`src/rtl/if_stage.sv`:
```
// Purpose : instruction-fetch stage; drives the instruction-memory request and presents IF/ID registers to decode.
// Latency : one cycle from imem_ack to Instruction/PC_Out/Valid; one instruction per cycle with a zero-wait memory.
// Backpress: freeze holds IF/ID; a word that arrives while frozen parks in a one-entry skid buffer and fetching pauses.
module if_stage (
    input  logic        CLK,
    input  logic        RST,
    input  logic        freeze,
    input  logic        Branch_taken,
    input  logic [31:0] Branch_Address,
    output logic        imem_req,
    output logic [31:0] imem_addr,
    input  logic        imem_ack,
    input  logic [31:0] imem_rdata,
    output logic [31:0] PC_Out,
    output logic [31:0] Instruction,
    output logic        Valid
);

    // FETCH : request at PC; DRAIN : wait out a request orphaned by a branch;
    // STALL : a fetched word sits in the skid buffer while decode is frozen.
    typedef enum logic [1:0] {
        FETCH = 2'd0,
        DRAIN = 2'd1,
        STALL = 2'd2
    } state_t;

    // One IF/ID payload: the instruction word and the address after it.
    typedef struct packed {
        logic [31:0] instr;
        logic [31:0] pc_next;
    } ifid_t;

    state_t      r_state;
    logic [31:0] r_pc;
    logic [31:0] r_req_addr;
    ifid_t       r_skid;
    ifid_t       r_ifid;
    logic        r_valid;

    logic [31:0] w_pc_plus4;
    ifid_t       w_fetched;

    // Modulo-2^32 increment: 0xFFFFFFFC wraps to 0.
    assign w_pc_plus4 = r_pc + 32'd4;
    assign w_fetched  = '{instr: imem_rdata, pc_next: w_pc_plus4};

    // The request is gated by reset so nothing is issued while RST is low,
    // and it rises in the first cycle after release with PC = 0.
    assign imem_req  = RST && (r_state != STALL);

    // In DRAIN the address must stay on the orphaned request until it is
    // acknowledged, even though PC has already moved to the branch target.
    assign imem_addr = (r_state == FETCH) ? r_pc : r_req_addr;

    assign Instruction = r_ifid.instr;
    assign PC_Out      = r_ifid.pc_next;
    assign Valid       = r_valid;

    // Fetch FSM together with PC, request address, skid buffer and IF/ID registers.
    always_ff @(posedge CLK or negedge RST) begin
        if (!RST) begin
            r_state    <= FETCH;
            r_pc       <= 32'd0;
            r_req_addr <= 32'd0;
            r_skid     <= '0;
            r_ifid     <= '0;
            r_valid    <= 1'b0;
        end else begin
            case (r_state)
                FETCH: begin
                    // Remember what is on the bus in case a branch leaves it pending.
                    r_req_addr <= r_pc;
                    if (Branch_taken) begin
                        // Flush beats freeze; an ack this cycle is simply dropped.
                        r_ifid  <= '0;
                        r_valid <= 1'b0;
                        r_pc    <= Branch_Address;
                        r_state <= imem_ack ? FETCH : DRAIN;
                    end else if (imem_ack) begin
                        r_pc <= w_pc_plus4;
                        if (!freeze) begin
                            r_ifid  <= w_fetched;
                            r_valid <= 1'b1;
                        end else begin
                            // Decode still owns IF/ID: park the word and stop requesting.
                            r_skid  <= w_fetched;
                            r_state <= STALL;
                        end
                    end else if (!freeze) begin
                        // Decode consumed the current word and nothing new arrived.
                        r_valid <= 1'b0;
                    end
                end

                DRAIN: begin
                    // IF/ID is already flushed here; a further branch only retargets PC.
                    if (Branch_taken) begin
                        r_ifid <= '0;
                        r_pc   <= Branch_Address;
                    end
                    r_valid <= 1'b0;
                    // The stale response is discarded; resume at the (new) PC.
                    if (imem_ack) begin
                        r_state <= FETCH;
                    end
                end

                STALL: begin
                    if (Branch_taken) begin
                        // The parked word belongs to the wrong path: drop it.
                        r_ifid  <= '0;
                        r_valid <= 1'b0;
                        r_pc    <= Branch_Address;
                        r_state <= FETCH;
                    end else if (!freeze) begin
                        r_ifid  <= r_skid;
                        r_valid <= 1'b1;
                        r_state <= FETCH;
                    end
                end

                default: begin
                    r_state <= FETCH;
                end
            endcase
        end
    end

endmodule

```
`config.mk`:
```
export PLATFORM = sky130hd
export DESIGN_NAME = if_stage
export DESIGN_NICKNAME = d
export VERILOG_FILES = /design/src/rtl/if_stage.sv
export SDC_FILE = /design/constraint.sdc
export NUM_CORES = 1
export LEC_CHECK = 0
export CORE_ASPECT_RATIO = 0.6
export CORE_MARGIN = 2
export CORE_UTILIZATION = 54
export CTS_BUF_LIST = sky130_fd_sc_hd__clkbuf_4
export CTS_CLUSTER_SIZE = 30
export DETAILED_ROUTE_END_ITERATION = 7
export PLACE_DENSITY = 0.93
export SETUP_SLACK_MARGIN = 0.4
export SYNTH_ARGS = -nofsm -noshare
export SYNTH_HDL_FRONTEND = slang
export SYNTH_SLANG_ARGS = --single-unit
```
`constraint.sdc`:
```
create_clock -name CLK -period 3 [get_ports CLK]
set_clock_uncertainty 0.05 [all_clocks]
set_input_delay 0.75 -clock CLK [delete_from_list [all_inputs] [get_ports CLK]]
set_output_delay 0.75 -clock CLK [all_outputs]
set_load 0.02 [all_outputs]
```
---- After elaboration in Yosys (flattened, before gate mapping) ----
Index checks and enable logic that the tools add are counted.
storage, ports and cells
  input bits .............................. 69
  logic and storage cells ................. 57
  register bits after elaboration ......... 195
  output and inout port bits .............. 98
cells by class
  equality and inequality tests ........... 11
  bitwise gates (word level) .............. 1
  add/subtract/negate cells ............... 1
  muxes and demuxes ....................... 26
  reductions and logical operators ........ 10
operator list
  operator                 number
  $mux W64                 6
  $pmux W64 S3             1
  $mux W32                 4
  $pmux W32 S2             1
  $add A32 B3 Y32 const B  1
  $mux W2                  6
  $ne A3 B3 Y1 const B     4
  $reduce_and A4 Y1        2
  $mux W1                  6
  $ne A2 B2 Y1 const B     3
  $pmux W2 S3              1
  $reduce_and A5 Y1        1
  $ne A4 B4 Y1 const B     1
  $pmux W1 S3              1
  $reduce_and A3 Y1        1
  $reduce_bool A3 Y1       1
  $eq A2 B1 Y1 const B     1
  $eq A2 B2 Y1 const B     1
  $logic_not A2 Y1         1
  $ne A2 B1 Y1 const B     1
  $reduce_and A2 Y1        1
  $reduce_bool A2 Y1       1
  $reduce_or A2 Y1         1
  $logic_and A1 B1 Y1      1
  $not A1 Y1               1

---- Logic depth before layout (Yosys ltp) ----
  word-level depth ........................ 5
  depth in mapped cells ................... 10
  gate-level depth less buffers ........... 7

---- Worst setup path after synthesis ----
OpenSTA, ideal clock, no wires.
  path type ............................... register -> output
  start point ............................. register r_state[0]
  end point ............................... output port imem_addr[10]
  slack ................................... 0.506 ns
  arrival time ............................ 1.694 ns
  data required time ...................... 2.200 ns
  stages on the path, launching flop included .. 6
  path buffers ............................ 2
  path through ............................ dfrtp_1 -> inv_1 -> ha_1 -> clkbuf_1 -> buf_1 -> mux2_2
on the way
  cells in the longest elaborated chain, start to end .. 2
RTL lines
  what                      RTL line  text
  start: declaration        33        state_t r_state;
  start signal: assignment  78        r_state <= imem_ack ? FETCH : DRAIN;
  $logic_not A2 Y1          53        assign imem_addr = (r_state == FETCH) ? r_pc : r_req_addr;
  $mux W32                  --
  end: declaration          11        output logic [31:0] imem_addr,
No other way between the ends.

---- Final worst setup path ----
  start point ............................. register r_state[1]
  end point ............................... output port imem_addr[15]
Same word-level chain as after synthesis.

==> out/metrics.csv <==
metric,value,unit
status,completed,
cts.sinks,195,
relSlewSlack,38.6,%
path_clk_slew,200,ps
synthFlopType,dfrtp_1,
tightestPinTransition,921,ps
layout_worst_path_cycle_share,95.2,%
final_common_cell,dfrtp_1,
port_buffers,166,
syn-cell-area,0.00898,mm^2
drc,0,
cts-buffers-inserted,17,
synth_nets,946,
grt_util_all_layers,28.6,%
gr-total-overflow,0,
grt_pass1_wl,39.6,mm
synthCells,872,
dieArea,0.0177,mm^2
die_y,104,um
antenna_cells,0,
dp_hpwl,16.8,mm
synth_edf_count,0,
cp-start-kind,flop,
root_buffer,clkbuf_4,
slew_violations,0,
antenna_found_initial,0,
core,0.0163,mm^2
ioPinCount,167,
row_count,36,
crit_type,reg2out,
ant_nets,0,
yosysWarningCount,0,
grt_max_degree,162,
endpoint_kind,output port,
cts_buffer_depth,2,
syn2layout_area_growth,30.2,%
synth_top_area_share,54.3,%
final-hold-violation-count,0,
p_leak,0.00502,uW
min_period,2860,ps
ir_drop,0.774,mV
async_flop_share,100,%
worstPathRequired,2200,ps
cts_tree,done,
first_iter_violations,859,
fmax,350,MHz
grt_pass1_vias,7302,
vias_per_cell,6.06,
ys_seq_area_share,54.3,%
setup_violations,0,
final_cell_mix,"dfrtp_1, clkdlybuf4s50_1, nor2_1, nand2_1, a21oi_1",
synth_area_leaders,"dfrtp_1, mux2_2, nor2_1, a221oi_1, nand2_1",
wl_per_cell,20.1,um
insertion_delay,600,ps
yosysTopAreaCell,dfrtp_1,
dieWidth,171,um
cts_hold_buf,0,
initial_core_util,55.2,%
vias,7702,
ys_types,53,
synth.avg_cell_area,10.3,um^2
hold_path.class,in2async,
first_pass_iters,5,
n_fill_cell,1114,
finalWirelength,25.5,mm
whs,183,ps
tns,0,ps
nets,1103,
drive_gt1_share,19.7,%
worstPathMaxFanout,8,
place_congestion,0.953,
maxCapViolations,0,
synth_seq_cells,195,
h-tree-depth,4,
cp.arrival,2060,ps
rsz0062_at_grt,true,
p_per_area,1240,mW/mm^2
-- area by class of cell --
| class | instances | area (um^2) | area share [%] |
|---|---|---|---|
| Sequential cell | 195 | 4880 | 41.7 |
| Clock inverter | 14 | 164 | 1.40 |
| Multi-Input combinational cell | 594 | 3970 | 33.9 |
| Timing Repair Buffer | 209 | 2220 | 19.0 |
| Tap cell | 228 | 285 | 2.44 |
| Clock buffer | 18 | 135 | 1.16 |
| Inverter | 12 | 45.0 | 0.385 |
-- report_power, final --
part	internal [uW]	total, uW	switching [uW]
registers	3900	4930	1030
clock network	461	1460	1000
logic	3930	8160	4230
-- per-stage QoR --
step / utilization, % / setup WS [ps] / instance area, um^2 / std cells / power (uW)
floorplan: - / 506 / 8980 / 872 / 9090
global placement: 67.8 / 360 / 11000 / 1225 / 11800
detailed placement: 67.8 / 322 / 11000 / 1225 / 12100
CTS: 70.7 / 136 / 11500 / 1265 / 13900
global route: 71.9 / 111 / 11700 / 1270 / 15400
finish: 71.9 / 145 / 11700 / 1270 / 14600
-- synth_stat cells (all sizes together), types with 10 or more instances --
master and instances:
dfrtp 195, nor2 109, nand2 81, mux2 71, clkbuf 64, a21oi 56, o21ai 54, a221oi 36
o22ai 21, nand3 19, a2bb2oi 17, xor2 14, nor3 13, inv 12, nand4 11, xnor2 10
-- worst max-delay path: stages, from the launching register on --
cell     delay, ps
dfrtp_1        440
inv_2          100
ha_4           230
buf_6          130
buf_16         130
mux2_4         320
buf_6          130
-- path summary, 6_finish.rpt --
path,start,endpoint,slack (ps),cells past startpoint
setup / recovery,r_state[1],imem_addr[15],140,6
hold / removal,RST,r_pc[14],180,2
max in group asynchronous,RST,PC_Out[12],1440,3
min in group CLK,r_skid[31],r_skid[31],450,2
hold reg to reg,r_skid[31],r_skid[31],450,2
setup reg to reg,r_state[0],Instruction[3],520,12
-- registers in the layout, indices dropped and copies added (netlist names) --
| signal | flops |
|---|---|
| r_skid | 64 |
| Instruction | 32 |
| PC_Out | 32 |
| r_pc | 32 |
| r_req_addr | 32 |
| r_state | 2 |
| Valid | 1 |
-- layer usage --
| layer | part of all wire (%) | up-vias | track usage [%] |
|---|---|---|---|
| met5 | 0 | - | 0 |
| met4 | 1.9 | 0 | 7.75 |
| met3 | 12 | 53 | 8.68 |
| met2 | 44 | 495 | 40.0 |
| met1 | 43 | 3708 | 43.2 |
| li1 | - | 3446 | - |
-- timing repair --
| item | CTS | global route |
|---|---|---|
| setup endpoints to repair | 33 | 69 |
| gates resized for setup | 190 | 53 |
| cloned | 2 | 2 |
| pin swaps | 1 | 0 |
| setup buffers | 6 | 3 |
-- kinds of logic after synthesis --
group,after synthesis,synth area share (%)
xor gates and xnor gates,24,2.34
DFF,195,54.3
adders and majority gates,5,0.696
and+or+nand+nor,269,13.7
AOI/OAI and AO/OA,223,16.3
muxes,73,9.12
buffers and inverters,83,3.58
Power figures use the tool's default switching activity.
